### config.mk
export PLATFORM = sky130hd
export DESIGN_NAME = pacman_mover
export DESIGN_NICKNAME = d
export VERILOG_FILES = /design/src/rtl/pacman_pkg.sv /design/src/rtl/pacman_mover_tick_gen.sv /design/src/rtl/pacman_mover.sv
export SDC_FILE = /design/constraint.sdc
export NUM_CORES = 1
export LEC_CHECK = 0
export CORE_ASPECT_RATIO = 1.4
export CORE_MARGIN = 2
export CORE_UTILIZATION = 65
export CTS_CLUSTER_DIAMETER = 80
export CTS_CLUSTER_SIZE = 8
export DETAILED_ROUTE_END_ITERATION = 8
export DONT_BUFFER_PORTS = 1
export GPL_ROUTABILITY_DRIVEN = 1
export MAX_ROUTING_LAYER = met4
export PLACE_DENSITY = 0.91
export SETUP_SLACK_MARGIN = 0.15
export SLEW_MARGIN = 20
export SYNTH_ARGS = -nofsm -noshare
export SYNTH_HDL_FRONTEND = slang
export SYNTH_SLANG_ARGS = --single-unit
### constraint.sdc
create_clock -name CLOCK_50 -period 4.3 [get_ports CLOCK_50]
set_input_delay 0.645 -clock CLOCK_50 [delete_from_list [all_inputs] [get_ports CLOCK_50]]
set_output_delay 0.645 -clock CLOCK_50 [all_outputs]
set_load 0.03 [all_outputs]
### src/rtl/pacman_pkg.sv
// Shared definitions for the pacman movement path: direction words, grid
// defaults, mover FSM states and the tile-step arithmetic.
package pacman_pkg;

    localparam logic [15:0] DIR_LEFT  = 16'hFF00;
    localparam logic [15:0] DIR_RIGHT = 16'h0100;
    localparam logic [15:0] DIR_DOWN  = 16'h0001;
    localparam logic [15:0] DIR_UP    = 16'h00FF;
    localparam logic [15:0] DIR_STOP  = 16'h0000;

    localparam int unsigned GRID_W_DEFAULT = 28;
    localparam int unsigned GRID_H_DEFAULT = 31;

    typedef enum logic [2:0] {
        S_IDLE,
        S_CHK_NEXT,
        S_WAIT_NEXT,
        S_CHK_CUR,
        S_WAIT_CUR,
        S_COMMIT
    } state_t;

    typedef struct packed {
        logic [4:0] x;
        logic [4:0] y;
        logic       off;
    } target_t;

    function automatic logic dir_legal(input logic [15:0] d);
        return (d == DIR_LEFT) || (d == DIR_RIGHT) || (d == DIR_DOWN) ||
               (d == DIR_UP)   || (d == DIR_STOP);
    endfunction

    // Neighbouring tile in direction d; wraps horizontally only on the tunnel row.
    function automatic target_t step_target(input logic [4:0]   x,
                                            input logic [4:0]   y,
                                            input logic [15:0]  d,
                                            input int unsigned  gw,
                                            input int unsigned  gh,
                                            input int unsigned  trow);
        int      nx;
        int      ny;
        target_t t;
        nx = int'(x) + int'($signed(d[15:8]));
        ny = int'(y) + int'($signed(d[7:0]));
        if (int'(y) == int'(trow)) begin
            if (nx == -1)
                nx = int'(gw) - 1;
            else if (nx == int'(gw))
                nx = 0;
        end
        t.off = (nx < 0) || (nx >= int'(gw)) || (ny < 0) || (ny >= int'(gh));
        t.x   = 5'(nx);
        t.y   = 5'(ny);
        return t;
    endfunction

    function automatic logic [9:0] tile_addr(input target_t t, input int unsigned gw);
        return 10'(int'(t.y) * int'(gw) + int'(t.x));
    endfunction

endpackage

### src/rtl/pacman_mover_tick_gen.sv
// Terminal-count divider: pulses tick for one cycle every TERMINAL enabled cycles.
module tick_gen #(
    parameter int unsigned TERMINAL = 8
) (
    input  logic clk,
    input  logic rst_n,
    input  logic en,
    output logic tick
);

    localparam int unsigned CW = (TERMINAL > 1) ? $clog2(TERMINAL) : 1;

    logic [CW-1:0] cnt;

    assign tick = en && (cnt == CW'(TERMINAL - 1));

    always_ff @(posedge clk or negedge rst_n) begin
        if (!rst_n)
            cnt <= '0;
        else if (tick)
            cnt <= '0;
        else if (en)
            cnt <= cnt + CW'(1);
    end

endmodule

### src/rtl/pacman_mover.sv
// Player position stage: queues requested turns, probes the wall ROM on each
// movement tick and commits one-tile steps.
module pacman_mover
    import pacman_pkg::*;
#(
    parameter int unsigned GRID_W         = GRID_W_DEFAULT,
    parameter int unsigned GRID_H         = GRID_H_DEFAULT,
    parameter int unsigned START_X        = 13,
    parameter int unsigned START_Y        = 23,
    parameter int unsigned TICKS_PER_STEP = 2500000,
    parameter int unsigned TUNNEL_ROW     = 14
) (
    input  logic        CLOCK_50,
    input  logic        resetn,
    input  logic [15:0] dir_in,
    input  logic        dir_valid,
    output logic [9:0]  wall_addr,
    input  logic        wall_rdata,
    output logic [4:0]  pos_x,
    output logic [4:0]  pos_y,
    output logic [15:0] cur_dir,
    output logic        moved,
    output logic        blocked
);

    state_t      state;
    logic [15:0] next_dir;
    logic [15:0] try_dir;
    target_t     tgt;
    target_t     tgt_next;
    target_t     tgt_cur;
    logic        cur_probe;
    logic        tick;

    tick_gen #(
        .TERMINAL (TICKS_PER_STEP)
    ) u_tick (
        .clk   (CLOCK_50),
        .rst_n (resetn),
        .en    (state == S_IDLE),
        .tick  (tick)
    );

    always_comb begin
        tgt_next  = step_target(pos_x, pos_y, next_dir, GRID_W, GRID_H, TUNNEL_ROW);
        tgt_cur   = step_target(pos_x, pos_y, cur_dir, GRID_W, GRID_H, TUNNEL_ROW);
        cur_probe = (cur_dir != DIR_STOP) && !tgt_cur.off;
    end

    // Targets and wall_addr are loaded on entry to each CHK state so the
    // registered ROM has its data ready in the following WAIT state.
    always_ff @(posedge CLOCK_50 or negedge resetn) begin
        if (!resetn) begin
            state     <= S_IDLE;
            next_dir  <= DIR_STOP;
            try_dir   <= DIR_STOP;
            cur_dir   <= DIR_STOP;
            tgt       <= '0;
            wall_addr <= '0;
            pos_x     <= 5'(START_X);
            pos_y     <= 5'(START_Y);
            moved     <= 1'b0;
            blocked   <= 1'b0;
        end else begin
            moved <= 1'b0;
            case (state)
                S_IDLE: begin
                    if (tick) begin
                        if (next_dir != DIR_STOP) begin
                            try_dir <= next_dir;
                            tgt     <= tgt_next;
                            if (!tgt_next.off)
                                wall_addr <= tile_addr(tgt_next, GRID_W);
                            state <= S_CHK_NEXT;
                        end else begin
                            tgt <= tgt_cur;
                            if (cur_probe)
                                wall_addr <= tile_addr(tgt_cur, GRID_W);
                            state <= S_CHK_CUR;
                        end
                    end
                end
                S_CHK_NEXT: begin
                    if (tgt.off) begin
                        tgt <= tgt_cur;
                        if (cur_probe)
                            wall_addr <= tile_addr(tgt_cur, GRID_W);
                        state <= S_CHK_CUR;
                    end else begin
                        state <= S_WAIT_NEXT;
                    end
                end
                S_WAIT_NEXT: begin
                    if (!wall_rdata) begin
                        cur_dir <= try_dir;
                        if (next_dir == try_dir)
                            next_dir <= DIR_STOP;
                        pos_x   <= tgt.x;
                        pos_y   <= tgt.y;
                        moved   <= 1'b1;
                        blocked <= 1'b0;
                        state   <= S_COMMIT;
                    end else begin
                        tgt <= tgt_cur;
                        if (cur_probe)
                            wall_addr <= tile_addr(tgt_cur, GRID_W);
                        state <= S_CHK_CUR;
                    end
                end
                S_CHK_CUR: begin
                    if ((cur_dir == DIR_STOP) || tgt.off) begin
                        blocked <= 1'b1;
                        state   <= S_IDLE;
                    end else begin
                        state <= S_WAIT_CUR;
                    end
                end
                S_WAIT_CUR: begin
                    if (!wall_rdata) begin
                        pos_x   <= tgt.x;
                        pos_y   <= tgt.y;
                        moved   <= 1'b1;
                        blocked <= 1'b0;
                        state   <= S_COMMIT;
                    end else begin
                        blocked <= 1'b1;
                        state   <= S_IDLE;
                    end
                end
                S_COMMIT: state <= S_IDLE;
                default:  state <= S_IDLE;
            endcase

            if (dir_valid && dir_legal(dir_in)) begin
                if (dir_in == DIR_STOP) begin
                    next_dir <= DIR_STOP;
                    cur_dir  <= DIR_STOP;
                end else begin
                    next_dir <= dir_in;
                end
            end
        end
    end

endmodule

* Yosys cells after proc, flatten, opt, wreduce, memory -nomap -nowiden
Index checks and enable logic that the tools add are counted.
** Word-level totals
- Logic and storage cells :: 128
- Output and inout port bits :: 38
- Input port bits :: 20
- Register bits :: 106
** Operators by class
- Order comparisons :: 8
- $mul :: 2
- Add/sub/neg operators :: 7
- Equality and inequality tests :: 22
- Bitwise gates (word level) :: 1
- Reductions and logical operators :: 33
- Muxes and demuxes :: 42
** Operators by type and width (number)
- $mux W32 :: 6
- $mux W16 :: 9
- $ge A32 B6 Y1 const B :: 2
- $lt A32 B1 Y1 const B :: 2
- $mux W10 :: 6
- $mux W11 :: 4
- $mux W22 :: 2
- $add A6 B8 Y9 :: 4
- $pmux W11 S3 :: 1
- $logic_not A16 Y1 :: 2
- $reduce_bool A16 Y1 :: 2
- $pmux W10 S3 :: 1
- $add A22 B1 Y22 const B :: 1
- $eq A22 B22 Y1 const B :: 1
- $add A10 B5 Y10 :: 2
- $eq A9 B1 Y1 const B :: 2
- $eq A9 B6 Y1 const B :: 2
- $ge A9 B6 Y1 const B :: 2
- $lt A9 B1 Y1 const B :: 2
- $eq A16 B1 Y1 const B :: 1
- $eq A16 B16 Y1 :: 1
- $eq A16 B16 Y1 const B :: 1
- $eq A16 B8 Y1 const B :: 1
- $eq A16 B9 Y1 const B :: 1
- other kinds (25) :: 57

* Longest topological paths before layout
- Word-level depth :: 15
- Depth in mapped cells :: 17
- Gate-level depth less buffers :: 17

* By module
A second synthesis with hierarchy kept.
** Second synthesis, totals
- Cell total of the unflattened synthesis :: 774
- Area, all modules :: 7278.2 µm²
** Modules (own cells, without submodules)
- pacman_mover :: area each 6150.9 µm², cells an instance 668, instances 1, seq. area each 2110.8 µm²
- tick_gen :: area each 1127.3 µm², cells an instance 106, instances 1, seq. area each 550.5 µm²

* Worst setup path after synthesis
Ideal clock, no wire load.
- Path type :: reg-to-reg
- From :: reg cur_dir[0]
- To :: reg wall_addr[9]
- Buffers on the path :: 0
- Data required time :: 4.170 ns
- Path slack :: 0.414 ns
- Data arrival time :: 3.756 ns
- Cell stages (with the launch flop) :: 17
- Setup time :: 0.130 ns
- Period minus slack after synthesis :: 3.886 ns
- Path through :: dfrtp_1 -> ha_1 -> fa_1 -> xor2_1 -> inv_1 -> fa_1 -> inv_1 -> ha_1 -> fa_1 -> a21oi_1 -> nor2_1 -> nor2_1 -> xnor2_1 -> nand3b_1 -> xor2_1 -> o22ai_1 -> a22oi_1
** Between the ends
- Longest elaborated chain between the ends :: 10
- Elaborated cells between the ends (all ways) :: 16
- Classes of those cells :: add/sub (2); mul (1); order compare (2); mux (6); reduce/logical (5)
** RTL lines
- start, declared :: RTL line pacman_mover.sv:21 : output logic [15:0] cur_dir,
- start signal, assigned :: RTL line pacman_mover.sv:95 : cur_dir <= try_dir;
- branches (longest 6 deep; another with $add A10 B5 Y10)
- $mux W10 (*) :: RTL line pacman_mover.sv:77, pacman_mover.sv:86, pacman_mover.sv:105
- $mux W10 :: RTL line pacman_mover.sv:69 : if (next_dir != DIR_STOP) begin
- $mux W10 :: RTL line pacman_mover.sv:68 : if (tick) begin
- $pmux W10 S3 (*) :: RTL line pacman_mover.sv:66 : case (state)
- end signal, assigned :: RTL line pacman_mover.sv:78 : wall_addr <= tile_addr(tgt_cur, GRID_W);
- end signal, assigned :: RTL line pacman_mover.sv:87 : wall_addr <= tile_addr(tgt_cur, GRID_W);
- end signal, assigned :: RTL line pacman_mover.sv:106 : wall_addr <= tile_addr(tgt_cur, GRID_W);
- end, declared :: RTL line pacman_mover.sv:17 : output logic [9:0] wall_addr,
Mark *: on every way between the ends. The select of a mux whose other input is x is not followed.
A chain may end at the register's enable or synchronous reset.

* Final worst setup path
- From :: reg pos_x[0]
- To :: reg wall_addr[6]
** Between the ends
- Longest elaborated chain between the ends :: 15
- Elaborated cells between the ends (all ways) :: 35
- Classes of those cells :: add/sub (4); order compare (4); eq/ne (5); mux (13); reduce/logical (9)
** RTL lines
- start, declared :: RTL line pacman_mover.sv:19 : output logic [4:0] pos_x,
- start signal, assigned :: RTL line pacman_mover.sv:60 : pos_x <= 5'(START_X);
- start signal, assigned :: RTL line pacman_mover.sv:98 : pos_x <= tgt.x;
- start signal, assigned :: RTL line pacman_mover.sv:120 : pos_x <= tgt.x;
- $add A6 B8 Y9 :: RTL line pacman_pkg.sv:44 : nx = int'(x) + int'($signed(d[15:8]));
- $eq A9 B6 Y1 :: RTL line pacman_pkg.sv:49 : else if (nx == int'(gw))
- $mux W32 :: RTL line pacman_pkg.sv:49
- $mux W32 :: RTL line pacman_pkg.sv:47 : if (nx == -1)
- $mux W32 :: RTL line pacman_pkg.sv:46 : if (int'(y) == int'(trow)) begin
- $lt A32 B1 Y1 or $ge A32 B6 Y1 (tied branches) :: RTL line pacman_pkg.sv:52 : t.off = (nx < 0) || (nx >= int'(gw)) || (ny < 0) || (ny >= int'(gh));
- $logic_or A1 B1 Y1 (3 in a row) :: RTL line pacman_pkg.sv:52
- $logic_not A1 Y1 :: RTL line pacman_mover.sv:47 : cur_probe = (cur_dir != DIR_STOP) && !tgt_cur.off;
- $logic_and A1 B1 Y1 :: RTL line pacman_mover.sv:47
- $mux W10 :: RTL line pacman_mover.sv:77, pacman_mover.sv:86, pacman_mover.sv:105
- $mux W10 :: RTL line pacman_mover.sv:69
- $mux W10 :: RTL line pacman_mover.sv:68
- $pmux W10 S3 :: RTL line pacman_mover.sv:66
Several ways; a longest one is shown, not always the timed one. The select of a mux whose other input is x is not followed.

==> impl_metrics.ini <==
[outcome]
status = complete, but fails checks
violations = DRC

[clocking]
root_buffer = clkbuf_16
cts.sinks = 106
clockBufferDepth = 2
clk_pin_slew_ns = 0.08
h-tree-depth = 3
cts_tree = done
numCtsBuffers = 9
clk-insertion-delay-late_ns = 0.37

[power]
power.density_mw_per_mm2 = 304
ir_drop_v = 0.000226
total_power_uw = 2340
p_leak_uw = 0.00380

[cells_and_area]
multi_input_area_mm2 = 0.00423
nFillCells = 761
antenna_cells = 0
seqCellArea_mm2 = 0.00267
nets = 836
drive_gt1_share_pct = 11.9
synthToLayoutAreaGrowth_pct = 8.78

[floorplanning]
coreArea_mm2 = 0.0107
num_io_pins = 58
fp.dieW_um = 92.1
rows = 45
start_util_pct = 66.1
die_area_mm2 = 0.0117
die_h_um = 127

[logic_synthesis]
synth_enable_flop_cells = 0
netlist_area_mm2 = 0.00707
synth_area_leaders = dfrtp_1 (35%), ha_1 (8.3%), nand2_1 (5.4%)
synth_ff_type = dfrtp_1
synth_top_cell_by_area = dfrtp_1
synth_cell_types = 61
async_reset_ff_share_pct = 100
ys_seq_elements = 106
yosys_warnings = 0
synth_top_area_share_pct = 35.0
syn_nets = 830
seq_area_frac_synth_pct = 37.6
avgSynthCellArea_um2 = 9.47
syn_inst = 747

[worst_setup_path]
start_kind = register
r2r_start = pos_x[0]
reg2reg_depth = 15
crit_required_ns = 4.54
r2r_setup_slack_ns = 0.23
max_stage_delay_ns = 0.67
crit_path_cell_trace = ha_1 > fa_1 > nor4_1 > nand3_1 > a21oi_1 > nor2_1 > and2_1 > ha_1 > inv_1 > fa_1 > nor2b_1 > o21ai_1 > xor2_1 > a21oi_1 > mux2_4
crit_start = pos_x[0]
worstPathArrival_ns = 4.31
path_max_fanout = 4
slowest_stage = dfstp_2
cp_top_family = adder cells
critPathCaptureType = register
path_class = reg -> reg
critPathBufInv = 1
r2r-end = wall_addr[6]

[drt]
drt_iter0_drc = 348
wl_per_cell_um = 19.9
drc_errors = 2
viasPerCell = 6.37
final_antenna_net_count = 0
routed_wirelength_um = 17900
via_count = 5731
first_pass_iters = 7

[place]
hpwl_um = 13300
routabilityCongestion = 0.910
numPortBuffers = 0

[timing]
final.period_utilization_pct = 94.7
worst_pin_slew_ns = 0.981
layout_min_cycle_time_ns = 4.07
fin_tns_setup_ns = 0
rsz0062_at_grt = false
setup_viol = 0
finalHoldViolCount = 0
final_max_slew_viol_count = 0
skew_ns = 0.0129
slew_headroom_pct = 34.6
fmax_ghz = 0.246

[grt]
grt.overflow.total = 0
grt_pass1_wl_um = 28900
track_usage_pct = 32.5
antenna_found_initial = 0
grt_pass1_vias = 5928
grt_max_degree = 100

[min_path]
min_path_type = in -> async

[job]
cap_violations = 0
## metal layers
metal	wire length, um	up-vias	global-route usage [%]
met5	0	-	-
met4	1120	0	24.1
met3	986	79	4.36
met2	9310	229	54.9
met1	6490	2791	34.6
li1	-	2632	-
## flip-flops by register name, indices dropped and copies added, names as in the netlist
register / cells
blocked: 1
cur_dir: 16
moved: 1
next_dir: 16
pos_x: 5
pos_y: 5
state: 3
tgt: 11
try_dir: 16
u_tick.cnt: 22
wall_addr: 10
## synthesized netlist by cell type, drive strengths merged, types with 11 or more instances
master and count:
a21o 17, and3 11, nand4 15, o21ai 32, xnor2 43, nor2 40
ha 47, nor4 13, dfrtp 99, nand2 102, a22oi 14, inv 40
fa 16, a21oi 41, nand3 16, clkbuf 19, xor2 25, mux2 25
nor3 13
## stage by stage
stage	std cells	worst slack (ns)	utilization, %	hold WS, ns	cell area [um^2]
floorplan	747	0.414	-	0.349	7070
global placement	878	0.292	67.9	0.352	7260
detailed placement	878	0.186	67.9	0.352	7260
CTS	895	0.169	70.8	0.115	7570
global route	899	0.0991	71.9	0.110	7690
finish	899	0.228	71.9	0.117	7690
## worst max path at each step
stage | end | slack (ns) | cells past startpoint
6_report | wall_addr[6] | 0.23 | 15
5_1_grt | wall_addr[8] | 0.1 | 16
4_1_cts | wall_addr[7] | 0.17 | 14
3_5_place_dp | wall_addr[6] | 0.19 | 13
3_3_place_gp | wall_addr[8] | 0.29 | 13
2_1_floorplan | wall_addr[9] | 0.41 | 16
## layout by cell type, fill, tap and decap left out, types with 11 or more instances in the layout
cell	netlist	final
a21o_1	17	17
a21oi_1	41	36
a22oi_1	14	14
and3_1	11	11
buf_4	0	22
dfrtp_1	99	96
fa_1	16	15
ha_1	47	45
inv_1	40	37
mux2_1	11	11
nand2_1	102	102
nand3_1	16	16
nand4_1	15	15
nor2_1	40	40
nor3_1	13	13
nor4_1	12	12
o21ai_0	20	18
o21ai_1	12	13
xnor2_1	43	41
xor2_1	25	22
## cell families (layout without fill, tap and decap cells)
kind of cell,after synthesis,after routing,synth area share (%)
simple gates,247,247,16.9
compound gates,165,165,15.4
flops,106,106,37.6
xor+xnor,68,68,8.42
buf+inv,68,79,3.86
fa+ha+maj,63,63,12.8
mux,30,30,5.01
## final cells by class
type / instances / share of cell area (%)
sequential: 106 / 34.7
tap: 141 / 2.29
clock inverter: 6 / 0.634
multi-input combinational: 573 / 54.9
clock buffer: 10 / 2.98
inverter: 40 / 1.95
timing repair buffer: 23 / 2.51
## report_power, final
part / switching [uW] / leakage (uW) / internal (uW)
registers: 102 / 0.00141 / 1040
logic: 277 / 0.00225 / 125
clock network: 390 / 0.000137 / 399
## what timing repair did
item	CTS	global route
pin swaps	0	4
setup buffers	0	4
hold buffers	1	0
hold endpoints to repair	99	0
setup endpoints to repair	3	4
gates resized for setup	3	24
(Power assumes the default switching activity.)
